==> src/rtl/xfer_pkg.sv <==
// Shared defaults and FSM encoding for the burst transfer controller.
package xfer_pkg;

  localparam int DATA_W     = 16;
  localparam int ADDR_W     = 8;
  localparam int BURST_LEN  = 5;
  localparam int FIFO_DEPTH = 8;

  typedef enum logic [1:0] {
    IDLE = 2'd0,
    ARM  = 2'd1,
    DONE = 2'd2
  } state_t;

endpackage

==> src/rtl/xfer_fifo.sv <==
// Single-clock input buffer with registered read data.
// Push is ignored when full, pop is ignored when empty.
module xfer_fifo #(
  parameter int W     = 16,
  parameter int DEPTH = 8
) (
  input  logic         clk,
  input  logic         rst,
  input  logic         push,
  input  logic [W-1:0] wdata,
  input  logic         pop,
  output logic [W-1:0] rdata,
  output logic         full,
  output logic         empty
);

  localparam int AW = $clog2(DEPTH);

  logic [W-1:0]  mem [DEPTH];
  logic [AW-1:0] wptr;
  logic [AW-1:0] rptr;
  logic [AW:0]   count;
  logic          do_push;
  logic          do_pop;

  assign full    = (count == (AW+1)'(DEPTH));
  assign empty   = (count == '0);
  assign do_push = push & ~full;
  assign do_pop  = pop & ~empty;

  always_ff @(posedge clk or posedge rst) begin
    if (rst) begin
      wptr  <= '0;
      rptr  <= '0;
      count <= '0;
      rdata <= '0;
    end else begin
      if (do_push) wptr <= wptr + 1'b1;
      if (do_pop) begin
        rdata <= mem[rptr];
        rptr  <= rptr + 1'b1;
      end
      case ({do_push, do_pop})
        2'b10:   count <= count + 1'b1;
        2'b01:   count <= count - 1'b1;
        default: count <= count;
      endcase
    end
  end

  always_ff @(posedge clk) begin
    if (do_push) mem[wptr] <= wdata;
  end

endmodule

==> src/rtl/xfer_burst_ctrl.sv <==
// Buffers input words and writes them to RAM in fixed-length bursts
// starting at a caller-supplied base address.
module xfer_burst_ctrl
  import xfer_pkg::*;
#(
  parameter int DATA_W     = xfer_pkg::DATA_W,
  parameter int ADDR_W     = xfer_pkg::ADDR_W,
  parameter int BURST_LEN  = xfer_pkg::BURST_LEN,
  parameter int FIFO_DEPTH = xfer_pkg::FIFO_DEPTH
) (
  input  logic              clk,
  input  logic              rst,
  input  logic              in_valid,
  output logic              in_ready,
  input  logic [DATA_W-1:0] in_data,
  input  logic              swap_en,
  input  logic              start,
  input  logic [ADDR_W-1:0] base_addr,
  output logic              bloc_xfer,
  output logic              ram_we,
  output logic [ADDR_W-1:0] ram_addr,
  output logic [DATA_W-1:0] ram_wdata,
  output logic              done
);

  localparam int CNT_W = $clog2(BURST_LEN + 1);

  state_t            state;
  logic [CNT_W-1:0]  cnt;
  logic [ADDR_W-1:0] addr;
  logic [DATA_W-1:0] stored;
  logic              full;
  logic              empty;
  logic              push;
  logic              pop;

  always_comb begin
    stored = in_data;
    if (swap_en) stored[15:0] = {in_data[7:0], in_data[15:8]};
  end

  assign in_ready = ~full & ~rst;
  assign push     = in_valid & in_ready;
  assign pop      = (state == ARM) & ~empty
                  & (cnt != CNT_W'(BURST_LEN));
  assign ram_addr = addr;

  xfer_fifo #(
    .W     (DATA_W),
    .DEPTH (FIFO_DEPTH)
  ) u_fifo (
    .clk   (clk),
    .rst   (rst),
    .push  (push),
    .wdata (stored),
    .pop   (pop),
    .rdata (ram_wdata),
    .full  (full),
    .empty (empty)
  );

  // DONE is entered on the final write so done follows it by one cycle.
  always_ff @(posedge clk or posedge rst) begin
    if (rst) begin
      state     <= IDLE;
      cnt       <= '0;
      addr      <= '0;
      ram_we    <= 1'b0;
      done      <= 1'b0;
      bloc_xfer <= 1'b0;
    end else begin
      ram_we <= pop;
      done   <= 1'b0;
      if (ram_we) addr <= addr + 1'b1;
      unique case (state)
        IDLE: begin
          if (start) begin
            state     <= ARM;
            addr      <= base_addr;
            cnt       <= '0;
            bloc_xfer <= 1'b1;
          end
        end
        ARM: begin
          if (pop) cnt <= cnt + 1'b1;
          if (ram_we && cnt == CNT_W'(BURST_LEN)) begin
            state <= DONE;
            done  <= 1'b1;
          end
        end
        DONE: begin
          state     <= IDLE;
          bloc_xfer <= 1'b0;
        end
        default: begin
          state     <= IDLE;
          bloc_xfer <= 1'b0;
        end
      endcase
    end
  end

endmodule

==> config.mk <==
export PLATFORM = sky130hd
export DESIGN_NAME = xfer_burst_ctrl
export DESIGN_NICKNAME = d
export VERILOG_FILES = /design/src/rtl/xfer_pkg.sv /design/src/rtl/xfer_fifo.sv /design/src/rtl/xfer_burst_ctrl.sv
export SDC_FILE = /design/constraint.sdc
export NUM_CORES = 1
export LEC_CHECK = 0
export ABC_AREA = 0
export CAP_MARGIN = 30
export CORE_MARGIN = 8
export CORE_UTILIZATION = 45
export CTS_CLUSTER_DIAMETER = 30
export DETAILED_ROUTE_END_ITERATION = 7
export GPL_TIMING_DRIVEN = 0
export PLACE_DENSITY_LB_ADDON = 0.1
export SYNTH_ARGS = -nofsm -noshare
export SYNTH_HDL_FRONTEND = slang
export SYNTH_SLANG_ARGS = --single-unit
==> constraint.sdc <==
create_clock -name clk -period 3.7 [get_ports clk]
set_clock_uncertainty 0.2 [all_clocks]
set_input_delay 0.74 -clock clk [delete_from_list [all_inputs] [get_ports clk]]
set_output_delay 0.74 -clock clk [all_outputs]
set_load 0.1 [all_outputs]
# ---- Word level (Yosys, flattened, before mapping)
# Memory sizes are Yosys's and may differ from the RTL's. A register that Yosys moved wholly into a read port is not among the register bits.
# Cells that the tools add are included.
# W data, S select, Z words.
dict set report word_totals {
  register_bits 26
  ramBits 128
  in_bits 29
  output_inout_bits 28
  elab_cells 60
  memories 1
}
dict set report classes {
  add_sub_neg 6
  n_eq_ne 9
  muxes 17
  n_bitwise 10
  n_reduce_logical 8
}
# name words word_bits rd rd_clocked_by_memory_dff write_ports line_no
set memory_table {}
lappend memory_table {u_fifo.mem 8 16 1 1 1 xfer_fifo.sv:19} ;# logic [W-1:0] mem [DEPTH];
# op count
set op_table {}
lappend op_table {{$mux W8} 3}
lappend op_table {{$mux W16} 1}
lappend op_table {{$add A3 B1 Y3 const B} 3}
lappend op_table {{$add A8 B1 Y8 const B} 1}
lappend op_table {{$pmux W4 S2} 1}
lappend op_table {{$and A1 B1 Y1} 6}
lappend op_table {{$mux W3} 2}
lappend op_table {{$pmux W3 S2} 1}
lappend op_table {{$mux W1} 5}
lappend op_table {{$add A4 B1 Y4 const B} 1}
lappend op_table {{$eq A2 B1 Y1 const B} 2}
lappend op_table {{$eq A4 B4 Y1 const B} 1}
lappend op_table {{$logic_not A4 Y1} 1}
lappend op_table {{$mux W2} 2}
lappend op_table {{$ne A2 B2 Y1 const B} 2}
lappend op_table {{$not A1 Y1} 4}
lappend op_table {{$pmux W2 S2} 1}
lappend op_table {{$reduce_and A2 Y1} 2}
lappend op_table {{$reduce_bool A2 Y1} 2}
lappend op_table {{$sub A4 B1 Y4 const B} 1}
lappend op_table {{$eq A3 B3 Y1 const B} 1}
lappend op_table {{$ne A3 B3 Y1 const B} 1}
lappend op_table {{$reduce_and A3 Y1} 1}
lappend op_table {{$eq A2 B2 Y1 const B} 1}
lappend op_table {{4 further kinds} 4}

# ---- Logic depth before layout (Yosys ltp)
# Gate-level depths: netlist of the first run.
dict set report depth {
  depth_word 7
  depth_mapped 12
}

# ---- Cells and area by module
# Synthesis of the first run repeated with hierarchy kept, for this count alone.
dict set report unflattened {
  cells_unflattened 459
  area_unflattened_um2 7108.1
}
# mod instances cells_per_inst area_per_inst_um2 seq_area_each_um2
set modules_own_cells {}
lappend modules_own_cells {xfer_fifo 1 362 6124.6 4494.3}
lappend modules_own_cells {xfer_burst_ctrl 1 97 983.4 400.4}

# ---- Least setup slack after synthesis of the first run
# OpenSTA, ideal clock, no wires.
dict set report synth_timing {
  path_type {in2out}
  start {input rst}
  end {output in_ready}
  t_arrival_ns 2.201
  required_time_ns 2.760
  slack_ns 0.559
  cell_stages 1
  path_buffers 0
  cell_sequence {a21oi_1}
}
dict set report synth_via {
  elab_chain_cells 2
}
# element line_no
set synth_rtl {}
lappend synth_rtl {{start, declared} xfer_burst_ctrl.sv:12} ;# input logic rst,
lappend synth_rtl {{$not A1 Y1} xfer_burst_ctrl.sv:42} ;# assign in_ready = ~full & ~rst;
lappend synth_rtl {{$and A1 B1 Y1} xfer_burst_ctrl.sv:42}
lappend synth_rtl {{end, declared} xfer_burst_ctrl.sv:14} ;# output logic in_ready,
# Every way passes these cells.

# ---- Final worst setup path of the first run
# Same ends and word-level chain as after synthesis.

==> results of run 1 <==
-- worst max-delay path: cells and delay by family --
kind	cells	cell delay, ns
compound gates	1	0.14
buf+inv	2	1.62
-- how the worst max path moves through the flow --
stage                        start                     endpoint  slack, ns  depth (start not counted)
after floorplan                rst                     in_ready       0.56                          1
after global placement    in_valid  u_fifo.mem[0][15]$_DFFE_PP_      -1.27                          5
after detailed placement       rst                     in_ready       0.25                          3
after CTS                      rst                     in_ready       0.24                          3
after global routing           rst                     in_ready       0.16                          3
final                          rst                     in_ready       0.25                          3
-- metal layers --
metal	global-route usage, %	wire [um]	vias up
met2	25.6	7340	85
met4	5.03	91	0
met3	4.31	762	6
li1	-	-	1690
met1	20.6	6480	1909
met5	0	0	-
-- registers in the layout, summed over array words and instances (netlist names), 2 cells and up --
name,flops
state,2
u_fifo.count,4
u_fifo.rdata,16
u_fifo.rptr,3
u_fifo.wptr,3
cnt,3
u_fifo.mem,128
ram_addr,8
-- per-stage QoR --
stage | worst slack [ns] | hold WS, ns | area, um^2 | instances
after floorplan | 0.559 | 0.261 | 6900 | 396
after global placement | -1.27 | 0.265 | 7690 | 639
after detailed placement | 0.248 | 0.273 | 7890 | 650
after CTS | 0.243 | 0.287 | 8510 | 682
after global routing | 0.156 | 0.325 | 8510 | 682
final | 0.249 | 0.280 | 8510 | 682
-- cell usage after synthesis --
library cell / count
nor3b_1: 1
inv_1: 9
nor2b_1: 1
nor3_1: 4
and2_0: 1
mux4_2: 32
nand3_2: 2
a211oi_2: 1
mux2i_1: 17
buf_6: 3
o22ai_1: 1
o41ai_1: 1
nand2_1: 35
nor2_1: 14
dfrtp_1: 42
buf_2: 8
a32oi_1: 1
xor2_1: 8
nand4_1: 4
edfxtp_1: 128
nand3_1: 3
buf_1: 2
clkbuf_1: 5
and4_1: 2
a21oi_1: 3
mux2_2: 18
xnor2_1: 9
ha_1: 8
buf_4: 1
nand2b_1: 4
o21ai_0: 27
or4_4: 1
-- cells by family after synthesis --
family	Yosys count
DFF	170
and+or+nand+nor	72
muxes	67
AOI/OAI and AO/OA	34
buffers and inverters	28
xor gates and xnor gates	17
adders and majority gates	8
-- power by group through the flow --
| stage | Combinational, mW | Clock, mW | Sequential [mW] |
|---|---|---|---|
| after floorplan | 1.46 | 0 | 3.69 |
| after global placement | 3.30 | 0 | 2.68 |
| after detailed placement | 3.39 | 0 | 2.69 |
| after CTS | 3.39 | 1.89 | 2.66 |
| after global routing | 3.57 | 1.97 | 2.70 |
| final | 3.33 | 1.86 | 2.66 |
-- cell type report --
class	count	share of cell area [%]
plain buffers	19	1.26
clock buffers	21	5.53
clock inverters	11	1.87
inverters	9	0.397
multi-input cells	198	22.2
flip-flops and latches	170	57.5
well taps	188	2.76
repair buffers	66	8.48
==> metrics.txt, run 1 <==
run status complete, no violations; fraction of layout instances using a drive strength above 1 23.7%; Post-Synth XOR/XNOR Area 2.16%; GP Congestion 0.703; Final Setup Violations 0; top cell type's share of synthesized area 55.7%; Die Y 140 um; Max stage delay on crit path 1.16 ns; actual slew at the worst max-slew pin 0.986 ns; first-pass GRT wire length 22.9 mm; Gate Count Post-Synth 396; Antenna Nets Post-Route 0; hold_sp u_fifo.rdata[4]$_DFFE_PP0P_; Setup crit end kind output port; Worst slew margin 34.0%; Worst Path Arrival 2.51 ns; hold-fix buffers at CTS 0; crit-path most repeated cell clkdlybuf4s50_1; core area 15100 um^2; share of total power in the clock network 23.7%; diodes inserted 0; initial antenna violation count 0; DRT iter0 DRCs 255; Crit-path slowest cell clkdlybuf4s50_1; worst reg-to-reg path cell count 10; Layout fillers 1183; sw power 3.16 mW; Residual DRC 0; Post-Syn Nets 433; Hold/Removal Path Class reg2reg; grt total ovfl 0; CTS tree yes; syn_area_per_cell 17.4 um^2; Final period util 93.3%; vias in the first global route 3879; Clk pin slew, worst setup/hold paths 0.07 ns; Logic pwr share 42.4%; Worst Hold Path EP u_fifo.rdata[4]$_DFFE_PP0P_; Root Buffer clkbuf_16; maximum fanout along the worst path 3; PwrDens 922 nW/um^2; Initial DRT Pass Iterations 5; DP Wirelength 9.81 mm; fin crit period 3.45 ns; Longest Clk Path Bufs 2; post-cts gate resize count 0; R2R Setup Slk 0.96 ns; Reg area 4890 um^2; worst path cell trace clkdlybuf4s50_1, a21oi_1, clkdlybuf4s50_1; clk sink count 170; drt wl/cell 21.5 um; htree depth 4; setup TNS 0 ns; vias 3690; Seq/Total Area, Yosys 70.9%; simple-gate portion of the synthesized area 4.89%; Final Hold Vio Count 0; commonest non-fill, non-tap cell in the layout edfxtp_1; clk_lat worst skew 0.42 ns; Max-Cap Viols 0; WHS Path Cells 2; Design Power 7.85 mW; starting density of the core 45.7%; VDD IR max 0.516 mV; mux share of post-synthesis cell area 15.8%; sw frac 40.3%; Post-CTS Setup Inserts 0; Nets 518; Syn. warnings 0; Ports 57; leakage power 3.02 nW; FP Rows 45; number of synthesized register bits 170; Synth area leader edfxtp_1; vias per cell 5.41; Reg-to-Reg End u_fifo.count[2]$_DFFE_PP0P_; Horiz. Die Dim 140 um; largest net degree at the start of global routing 31; Synth cell types 32; final core utilization 56.4%; WS Path Type in2out; post-synthesis cell area 6900 um^2; Area Overhead vs Synth 23.3%; r2r startpoint u_fifo.count[0]$_DFFE_PP0P_; multi-input logic area 1890 um^2; CTS buffer count 17; synth top area cells edfxtp_1, dfrtp_1, mux4_2; WL final 14.7 mm; crit start category input pin; fin. max-slew vios 0; RSZ-0062 raised after global routing no; IO Port Bufs 55; Post-Synth Adder-Cell Area 1.45%; Die ar. 19600 um^2; required time of the worst setup path 2.76 ns; Global Route Usage Sum 15.9%; combinational family with the most area after synthesis multiplexers; FMAX 290 MHz; commonest cells after routing, fill and taps aside edfxtp_1, clkdlybuf4s50_1, dfrtp_1, nand2_1, mux4_2; Int Power 4.69 mW; Flop pwr share 33.8%; post-synthesis compound-gate area fraction 2.70%
Note: power is estimated with default switching activity, not from simulation.
==> inputs of run 2 (changes only) <==
- RECOVER_POWER: not set -> 25
- SKIP_CTS_REPAIR_TIMING: not set -> 1
==> run 2 against run 1 <==
  * The flow now finishes with violations (max-capacitance violations, max-slew violations)
  * Critical endpoint unchanged
  * Flip-flop and latch count unchanged
  * Sequential share of layout area up 0.14 points
  * Non-clock buffer count unchanged
  * Via count up 0.24%
  * Clock power about the same
  * Cell count unchanged
  * Total power down 0.12%
  * Routed wire length down 0.50%
  * Sequential power about the same
==> metrics.txt, run 2 (same netlist as run 1, synthesis figures left out) <==
DP Wirelength 9.81 mm; run status finished, violations left; CTS tree yes; Die ar. 19600 um^2; commonest cells after routing, fill and taps aside edfxtp_1, clkdlybuf4s50_1, dfrtp_1, nand2_1, mux4_2; drt wl/cell 21.4 um; htree depth 4; RSZ-0062 raised after global routing no; met2 WL 7.18 mm; Buf/Inv on CP 2; Area Overhead vs Synth 23.0%; VDD IR max 0.515 mV; clk sink count 170; Initial DRT Pass Iterations 4; PwrDens 923 nW/um^2; Max-Cap Viols 1; required time of the worst setup path 2.76 ns; Horiz. Die Dim 140 um; crit-path most repeated cell clkdlybuf4s50_1; top layer in use met4; Post-Layout Cell Count 682; initial antenna violation count 0; Nets 518; failing checks max-capacitance violations, max-slew violations; core area 15100 um^2; Crit-path slowest cell clkdlybuf4s50_1; CP top delay family buffers and inverters; leakage power 3.01 nW; vias 3699; max reg flops 128; commonest non-fill, non-tap cell in the layout edfxtp_1; fin. max-slew vios 31; maximum fanout along the worst path 3; WL met3 790 um; GP Congestion 0.703; Final Setup Violations 0; final core utilization 56.3%; WL final 14.6 mm; Ports 57; Worst slew margin -13.3%; Final Hold Vio Count 0; Hold/Removal Path Class reg2reg; r2r startpoint u_fifo.count[0]$_DFFE_PP0P_; Residual DRC 0; first-pass GRT wire length 22.9 mm; Root Buffer clkbuf_16; Worst Path Arrival 2.48 ns; actual slew at the worst max-slew pin 1.70 ns; largest net degree at the start of global routing 31; Biggest register u_fifo.mem; Die Y 140 um; WS Path Type in2out; Setup crit end kind output port; Routed met1 length 6.52 mm; clk_lat worst skew 0.42 ns; DRT iter0 DRCs 251; Placed Cells 650; crit path launch rst; Longest Clk Path Bufs 2; diodes inserted 0; FP Rows 45; fraction of layout instances using a drive strength above 1 21.9%; Global Route Usage Sum 15.9%; CTS buffer count 17; crit start category input pin; grt total ovfl 0; IO Port Bufs 55; setup TNS 0 ns; FMAX 292 MHz; Final period util 92.4%; Antenna Nets Post-Route 0; hold_sp u_fifo.rdata[0]$_DFFE_PP0P_; starting density of the core 45.7%; worst path cell trace clkdlybuf4s50_1, a21oi_1, clkdlybuf4s50_1; Clk pin slew, worst setup/hold paths 0.07 ns; Max stage delay on crit path 1.16 ns; fin crit period 3.42 ns; vias in the first global route 3879; Hold WS 0.280 ns; vias per cell 5.42
==> run 2: worst paths after layout <==
| check | end | slack [ns] | depth (start not counted) |
|---|---|---|---|
| setup / recovery | in_ready | 0.28 | 3 |
| hold / removal | u_fifo.rdata[0]$_DFFE_PP0P_ | 0.28 | 2 |
| setup reg to reg | u_fifo.mem[5][4]$_DFFE_PP_ | 0.75 | 5 |
| hold reg to reg | u_fifo.rdata[0]$_DFFE_PP0P_ | 0.28 | 2 |
| max in group asynchronous | ram_addr[3]$_DFF_PP0_ | 0.79 | 3 |
| min in group asynchronous | u_fifo.rdata[2]$_DFFE_PP0P_ | 0.54 | 2 |
==> run 2: area by class of cell <==
class	count	area, um^2
repair buffers	66	706
inverters	9	33.8
well taps	188	235
plain buffers	19	108
fillers	1187	6600
clock buffers	21	470
flip-flops and latches	170	4890
clock inverters	11	159
multi-input cells	198	1890
==> run 2: report_power, final <==
group          total, mW  leakage [nW]  switching, mW  internal, mW
registers           2.66          1.66          0.226          2.43
logic               3.33          1.04           2.20          1.13
clock network       1.86         0.310          0.732          1.13
==> run 2: per-layer routing <==
metal,up-vias,global-route usage (%)
met3,9,4.31
li1,1691,-
met4,0,5.03
met5,-,0
met1,1912,20.6
met2,87,25.6
==> run 2: metrics by stage <==
step                      power, mW  worst slack [ns]  cell area (um^2)
after detailed placement       6.09             0.248              7890
after floorplan                5.15             0.559              6900
after global routing           8.24             0.193              8490
after global placement         5.97             -1.27              7690
final                          7.84             0.280              8490
after CTS                      7.94             0.243              8510
==> run 2: worst reg2reg max path: stages (launching register included) <==
cell and delay [ns]:
dfrtp_1 0.47, nor3_1 0.12, a211oi_1 0.72, nand2_1 0.32, nor2_2 0.60, buf_6 0.25
